==> src/rtl/spi_if.sv <==
// -----------------------------------------------------------------------------
// spi_if
// Bundles the SPI pins and the RAM-side word/response signals of the SPI slave.
//   SS_n     : slave select, active low (master -> slave)
//   MOSI     : serial data in, MSB first (master -> slave)
//   MISO     : serial read data out, MSB first (slave -> master)
//   rx_data  : completed command word, DATA_W+2 bits (slave -> RAM)
//   rx_valid : one-cycle strobe marking rx_data as new (slave -> RAM)
//   tx_data  : RAM read data (RAM -> slave)
//   tx_valid : RAM read data valid (RAM -> slave)
// The "slave" modport is the spi_slave view. The "master" modport is the view
// of everything around it: the SPI master pins together with the RAM.
// -----------------------------------------------------------------------------
interface spi_if #(
    parameter int DATA_W = 8
);
    logic                SS_n;
    logic                MOSI;
    logic                MISO;
    logic [DATA_W+1:0]   rx_data;
    logic                rx_valid;
    logic [DATA_W-1:0]   tx_data;
    logic                tx_valid;

    modport slave (
        input  SS_n, MOSI, tx_data, tx_valid,
        output MISO, rx_data, rx_valid
    );

    modport master (
        output SS_n, MOSI, tx_data, tx_valid,
        input  MISO, rx_data, rx_valid
    );
endinterface

==> src/rtl/spi_slave.sv <==
// -----------------------------------------------------------------------------
// spi_slave
// Serial-to-parallel front end for the single-port RAM. While SS_n is low it
// shifts DATA_W+2 bits from MOSI into a command word, where bits [9:8] are the
// opcode and the low bits are the address or data. Each completed word goes to
// the RAM together with a one-cycle rx_valid strobe. In a read-data frame the
// slave waits for the RAM response and shifts it out MSB-first on MISO.
// Ports:
//   clk   : system clock, which is also the SPI bit clock (rising edge)
//   rst_n : synchronous active-low reset
//   bus   : spi_if.slave, which carries SS_n, MOSI, MISO, rx_data, rx_valid,
//           tx_data and tx_valid
// The bit counter is 4 bits wide, so DATA_W may be at most 13.
// -----------------------------------------------------------------------------
module spi_slave #(
    parameter int DATA_W = 8
) (
    input  logic   clk,
    input  logic   rst_n,
    spi_if.slave   bus
);
    localparam int         WORD_W      = DATA_W + 2;
    localparam logic [3:0] CNT_WORD    = 4'(WORD_W);
    localparam logic [3:0] CNT_LAST_RX = 4'(WORD_W - 1);
    localparam logic [3:0] CNT_LAST_TX = 4'(DATA_W - 1);

    typedef enum logic [2:0] {
        IDLE      = 3'd0,
        CHK_CMD   = 3'd1,
        WRITE     = 3'd2,
        READ_ADD  = 3'd3,
        READ_DATA = 3'd4
    } state_t;

    state_t              state;
    logic                rd_addr_flag;
    logic [3:0]          cnt;
    logic [WORD_W-2:0]   rx_shift;    // bits received so far; the last bit comes straight from MOSI
    logic [DATA_W-1:0]   tx_shift;
    logic                tx_active;   // READ_DATA: the response is being shifted out
    logic                tx_done;     // READ_DATA: the response has been shifted out completely
    logic                miso_q;
    logic [WORD_W-1:0]   rx_data_q;
    logic                rx_valid_q;

    assign bus.MISO     = miso_q;
    assign bus.rx_data  = rx_data_q;
    assign bus.rx_valid = rx_valid_q;

    // NOTE: every register is clocked with non-blocking assignments. Each
    // branch then sees the values from before the edge, whatever the
    // statement order.
    always_ff @(posedge clk) begin
        if (!rst_n) begin
            // NOTE: the reset is synchronous and clears every register. There
            // is no storage array here that could be left unreset.
            state        <= IDLE;
            rd_addr_flag <= 1'b0;
            cnt          <= '0;
            rx_shift     <= '0;
            tx_shift     <= '0;
            tx_active    <= 1'b0;
            tx_done      <= 1'b0;
            miso_q       <= 1'b0;
            rx_data_q    <= '0;
            rx_valid_q   <= 1'b0;
        end else begin
            // NOTE: the strobe defaults low on every edge. The word-complete
            // branch below overrides it for exactly one cycle.
            rx_valid_q <= 1'b0;

            if (bus.SS_n) begin
                // Deselect wins over every other transition. rd_addr_flag is
                // kept, so an aborted frame leaves the read sequence intact.
                state     <= IDLE;
                cnt       <= '0;
                miso_q    <= 1'b0;
                tx_active <= 1'b0;
                tx_done   <= 1'b0;
            end else begin
                unique case (state)
                    IDLE: begin
                        state <= CHK_CMD;
                    end

                    CHK_CMD: begin
                        rx_shift <= {{(WORD_W-2){1'b0}}, bus.MOSI};
                        cnt      <= 4'd1;
                        if (!bus.MOSI)
                            state <= WRITE;
                        else if (rd_addr_flag)
                            state <= READ_DATA;
                        else
                            state <= READ_ADD;
                    end

                    WRITE, READ_ADD, READ_DATA: begin
                        if (cnt < CNT_WORD && !tx_active && !tx_done) begin
                            // Receive phase. After the last bit, cnt stays at
                            // CNT_WORD, so any later MOSI bits are ignored.
                            cnt      <= cnt + 4'd1;
                            rx_shift <= {rx_shift[WORD_W-3:0], bus.MOSI};
                            if (cnt == CNT_LAST_RX) begin
                                rx_data_q  <= {rx_shift, bus.MOSI};
                                rx_valid_q <= 1'b1;
                                if (state == READ_ADD)
                                    rd_addr_flag <= 1'b1;
                            end
                        end else if (state == READ_DATA && !tx_done) begin
                            if (!tx_active) begin
                                // Wait for the RAM. The MSB goes out on the
                                // capture edge itself, so the bit order on
                                // MISO is 7..0 across the next DATA_W cycles.
                                if (bus.tx_valid) begin
                                    tx_shift  <= {bus.tx_data[DATA_W-2:0], 1'b0};
                                    miso_q    <= bus.tx_data[DATA_W-1];
                                    cnt       <= '0;
                                    tx_active <= 1'b1;
                                end
                            end else if (cnt == CNT_LAST_TX) begin
                                miso_q       <= 1'b0;
                                tx_active    <= 1'b0;
                                tx_done      <= 1'b1;
                                rd_addr_flag <= 1'b0;
                            end else begin
                                miso_q   <= tx_shift[DATA_W-1];
                                tx_shift <= {tx_shift[DATA_W-2:0], 1'b0};
                                cnt      <= cnt + 4'd1;
                            end
                        end
                    end

                    default: begin
                        state <= IDLE;
                    end
                endcase
            end
        end
    end
endmodule

==> src/flat_wrapper.sv <==
// flat-port wrapper written by rule: the top's interface ports become plain ports
module spi_slave_flat 
#(
    parameter int DATA_W = 8
)
  (clk, rst_n, bus_SS_n, bus_MOSI, bus_tx_data, bus_tx_valid, bus_MISO, bus_rx_data, bus_rx_valid);
  spi_if #(.DATA_W(DATA_W)) bus_i ();
  input  logic clk;
  input  logic rst_n;
  input wire logic [$bits(bus_i.SS_n)-1:0] bus_SS_n;
  input wire logic [$bits(bus_i.MOSI)-1:0] bus_MOSI;
  input wire logic [$bits(bus_i.tx_data)-1:0] bus_tx_data;
  input wire logic [$bits(bus_i.tx_valid)-1:0] bus_tx_valid;
  output wire logic [$bits(bus_i.MISO)-1:0] bus_MISO;
  output wire logic [$bits(bus_i.rx_data)-1:0] bus_rx_data;
  output wire logic [$bits(bus_i.rx_valid)-1:0] bus_rx_valid;
  assign bus_i.SS_n = bus_SS_n;
  assign bus_i.MOSI = bus_MOSI;
  assign bus_i.tx_data = bus_tx_data;
  assign bus_i.tx_valid = bus_tx_valid;
  assign bus_MISO = bus_i.MISO;
  assign bus_rx_data = bus_i.rx_data;
  assign bus_rx_valid = bus_i.rx_valid;
  spi_slave #(.DATA_W(DATA_W)) u_core (.clk(clk), .rst_n(rst_n), .bus(bus_i));
endmodule
==> config.mk <==
export PLATFORM = sky130hd
export DESIGN_NAME = spi_slave_flat
export DESIGN_NICKNAME = d
export VERILOG_FILES = /design/src/rtl/spi_if.sv /design/src/rtl/spi_slave.sv /design/src/flat_wrapper.sv
export SDC_FILE = /design/constraint.sdc
export NUM_CORES = 1
export LEC_CHECK = 0
export ABC_AREA = 1
export CORE_UTILIZATION = 53
export CTS_CLUSTER_DIAMETER = 150
export DETAILED_ROUTE_END_ITERATION = 8
export PLACE_DENSITY = 0.86
export SKIP_CTS_REPAIR_TIMING = 1
export SYNTH_ARGS = -nofsm -noshare
export SYNTH_HDL_FRONTEND = slang
export SYNTH_SLANG_ARGS = --single-unit
export TNS_END_PERCENT = 100
==> constraint.sdc <==
create_clock -name clk -period 2.1 [get_ports clk]
set_clock_uncertainty 0.05 [all_clocks]
set_input_delay 0.525 -clock clk [delete_from_list [all_inputs] [get_ports clk]]
set_output_delay 0.525 -clock clk [all_outputs]
set_load 0.005 [all_outputs]
# Word level (Yosys, flattened, before mapping)
# Index checks and enable logic that the tools add are counted.
# word_totals
input_bits	13
ff_bits	39
output_inout_bits	12
# classes
addsub	1
mux	27
n_eq_ne	13
n_lt_le_gt_ge	1
reduce_logical	22
bitwise	4
# op_table
cell	count
8-bit two-way mux	3
4-bit two-way mux	5
9-bit case mux with 2 select lines	1
1-bit two-way mux	13
4-bit AND reduction	3
2-bit nonzero test	5
9-bit two-way mux	1
3-bit case mux with 3 select lines	1
4-bit case mux with 2 select lines	1
7-bit AND reduction	1
3-bit by 2-bit equality test with 1-bit output, second input constant	2
3-bit two-way mux	2
2-bit inequality test, second input constant	3
3-bit AND reduction	2
6-bit AND reduction	1
5-bit AND reduction	1
4-bit by 1-bit adder with 4-bit output, second input constant	1
4-bit by 3-bit equality test with 1-bit output, second input constant	1
4-bit equality test, second input constant	1
4-bit < comparator, second input constant	1
4-bit by 2-bit inequality test with 1-bit output, second input constant	1
4-bit inequality test, second input constant	1
1-bit inverter	4
4-bit OR reduction	1
other kinds (9)	12

# Longest topological paths before layout
# logic_depth
word_depth	6
mapped_depth	12

# Worst setup path before layout
# Ideal clock, no wire load.
# synth_timing
path_type	flip-flop to flip-flop
startpoint	reg u_core.cnt[1]
endpoint	reg u_core.cnt[3]
required_ps	1940
stages_incl_launch_ff	13
setup_slack_ps	619
arrival_ps	1321
setup_ps	110
path_cell_list	dfxtp_1 > ha_1 > nand2_1 > nor2_2 > nand2_1 > clkinv_2 > nand2_1 > inv_2 > nor2_4 > nand2_2 > nand2_1 > inv_1 > nor2_1
# synth_via
elab_chain_cells	6
word_cells_on_any_way	14
classes_between	add/sub: 1; order compare: 1; eq/ne: 4; mux: 5; reduce/logical: 3
# synth_rtl
element	line_no	source
from (decl)	spi_slave.sv:37	logic [3:0] cnt;
from (signal assigned)	spi_slave.sv:101	cnt <= cnt + 4'd1;
from (signal assigned)	spi_slave.sv:128	cnt <= cnt + 4'd1;
4-bit by 1-bit adder with 4-bit output	spi_slave.sv:101, spi_slave.sv:128	
4-bit two-way mux	spi_slave.sv:120	end else if (cnt == CNT_LAST_TX) begin
4-bit two-way mux	spi_slave.sv:110	if (!tx_active) begin
4-bit two-way mux	spi_slave.sv:109	end else if (state == READ_DATA && !tx_done) begin
4-bit two-way mux	spi_slave.sv:98	if (cnt < CNT_WORD && !tx_active && !tx_done) begin
4-bit case mux with 2 select lines	spi_slave.sv:81	unique case (state)
# Parallel ways exist; a longest one is shown, timed or not. The select of a mux whose other input is x is not followed.
# A chain may end at the register's enable or synchronous reset.

# Worst setup path after layout
# layout_timing
startpoint	reg u_core.rx_data_q[4] (netlist: u_core.bus.rx_data[4])
endpoint	out bus_rx_data[4]
# layout_lines
element	line_no	source
from (decl)	spi_slave.sv:43	logic [WORD_W-1:0] rx_data_q;
from (signal assigned)	spi_slave.sv:104	rx_data_q <= {rx_shift, bus.MOSI};
to (decl)	flat_wrapper.sv:15	output wire logic [$bits(bus_i.rx_data)-1:0] bus_rx_data;
# No word-level cell between the ends.

==> qor.csv <==
metric,value,unit
"count leader, synth",nand2_1,
number of synthesized register bits,38,
CP max-delay cell,clkdlybuf4s50_1,
CP peak stage delay,500,ps
average wire per standard cell,11.08,um
Sink Count,38,
Net Sw Frac,0.2467,
routed via count,1608,
Syn. warnings,0,
crit path cell chain,clkdlybuf4s50_1,
Synth cell types,23,
Comb pwr share,0.075,
cells after synthesis,250,
Post-Synth Simple-Gate Area,0.3350,
prevailing post-synth register cell,dfxtp_1,
fill count,294,
Starting Density,0.5633,
Clk Tree Root Cell,clkbuf_4,
Die X,59.43,um
drc violations,0,
Reg area,760.7,um2
largest net degree at the start of global routing,19,
Pwr Density,586.7,nW/um2
layout cells sized above 1,0.1254,
CTS tree,built,
Async SR Flop Fraction,0,
setup ws final,310.5,ps
max-slew violation count,0,
GRT Total Usage,0.2278,
drt first pass iters,4,
area occupied by multi-input gates,858.3,um2
Rel. slew slack,0.6972,
mean post-synth cell area,6.992,um2
clock-pin slew on the worst setup and hold paths,120,ps
FP Rows,20,
first-pass GRT wire length,5954,um
placed insts,315,
post-synthesis xor/xnor area fraction,0,
final instance area,2100,um2
static leakage,0.8216,nW
Final Total Pwr,1.232,mW
GPL Wtd Cong,0.8493,
Util after Layout,0.6766,
sequential share of the synthesized area,0.4352,
H-tree depth,2,
Reg2Reg Setup Slack,370,ps
Critical Path Fanout Max,2,
clk buf depth,2,
port bufs,24,
Crit. End Element,output pin,
Post-DRT Antenna Nets,0,
commonest cells in the netlist,"nand2_1 (53), nor2_1 (42), dfxtp_1 (38)",
Final Hold Fails,0,
post-route insts no fill,323,
Max VDD drop,0.0004899,V
Nets,293,
Tmin final,1789,ps
final setup vio count,0,
Clock power frac,0.332,
MaxCap Viol Count,0,
"worst slack, placed",76.04,ps
internal power,0.9279,mW
# IOs,25,
post-synthesis compound-gate area fraction,0.1417,
status,finished clean,
Bufs and invs on worst path,1,
initial antenna violation count,0,
Psw,0.3039,mW
CP Class,reg -> out,
gr ovfl total,0,
fmax,558.8,MHz
Min-Delay Path Class,reg -> reg,
largest family of logic cells by synthesized area,simple AND/OR/NAND/NOR gates,
vias per cell,4.978,
final wirelength,3580,um
RSZ-0062 raised after global routing,no,
cell family with most CP delay,buffers and inverters,
Setup crit start kind,flip-flop,
Post-synth EDFFs,0,
critical path arrival,1210,ps
die area,3531,um2
sum of negative setup slack,0,ps
mux contribution to synthesized area,0,
vias in the first global route,1406,
Reg power frac,0.593,
Worst-Skew Late Latency,350,ps
Synth top area share,0.4352,
Placed Area,2036,um2
cell taking the most area after synthesis,dfxtp_1,
mapped cell area,1748,um2
Detailed Place HPWL,2566,um
Synthesized Nets,265,
Critical Path RT,1520,ps
worst-margin pin slew,452.5,ps
Die H,59.43,um
worst hold-check slack,428.9,ps
top post-synthesis cells by area,"dfxtp_1 (44%), nand2_1 (11%), nor2_1 (9.0%)",
fin crit share,0.8521,
Initial DRC Count,46,
TritonCTS Buffers,5,
core area,3103,um2
antenna cells,0,
post-synthesis adder-cell area fraction,0.01432,
Area Overhead vs Synth,20.11,%
-- kinds of logic after synthesis --
logic type,after synthesis
AO/OA/AOI/OAI,48
adder cells (fa/ha/maj),2
buffers and inverters,33
flip-flops,38
AND/OR/NAND/NOR,129
-- area by class of cell --
cell class,count,share of cell area
Multi-Input combinational cell,179,0.4088
Sequential cell,38,0.3623
Timing Repair Buffer,26,0.1216
Inverter,28,0.05066
Tap cell,44,0.02622
Clock buffer,6,0.02443
Clock inverter,2,0.005959
-- layout by cell type (no fill, tap or decap), types with 2 or more instances in the layout --
master,instances
nand2_1,53
nor2_1,42
dfxtp_1,38
clkdlybuf4s50_1,24
o21ai_0,23
a21oi_1,22
inv_1,21
nand3_1,13
nand2_2,7
inv_2,6
nand4_1,5
clkbuf_4,5
nor2_2,3
clkinv_2,2
nor2_4,2
nand3_2,2
ha_1,2
buf_4,2
-- routing by layer --
layer | wire (um) | GRT usage | part of all wire | up-vias
li1 | - | - | - | 853
met1 | 1754 | 0.3020 | 0.49 | 717
met2 | 1634 | 0.3596 | 0.46 | 31
met3 | 136 | 0.04585 | 0.038 | 7
met4 | 55 | 0.09524 | 0.015 | 0
met5 | 0 | 0 | 0 | -
-- power by group through the flow --
stage	combinational [mW]	sequential (mW)	clock, mW
3_3_place_gp	0.0905	0.747	0
4_1_cts	0.0927	0.731	0.406
2_1_floorplan	0.0539	0.746	0
3_5_place_dp	0.0918	0.747	0
5_1_grt	0.103	0.732	0.438
6_report	0.0924	0.731	0.409
-- registers in the layout, indices dropped and copies added (netlist names) --
register,count
u_core.rd_addr_flag,1
u_core.tx_active,1
u_core.bus.MISO,1
u_core.cnt,4
u_core.rx_shift,9
u_core.tx_done,1
u_core.state,3
u_core.bus.rx_valid,1
u_core.tx_shift,7
u_core.bus.rx_data,10
-- path summary, 6_finish.rpt --
kind | startpoint | to | cells past startpoint
worst max-delay path | u_core.bus.rx_data[4] | bus_rx_data[4] | 1
worst max register to register | u_core.cnt[1] | u_core.cnt[2] | 11
worst min register to register | u_core.rx_shift[0] | u_core.rx_shift[1] | 2
worst min-delay path | u_core.rx_shift[0] | u_core.rx_shift[1] | 2
No activity file was read; power rests on OpenSTA's default activity.
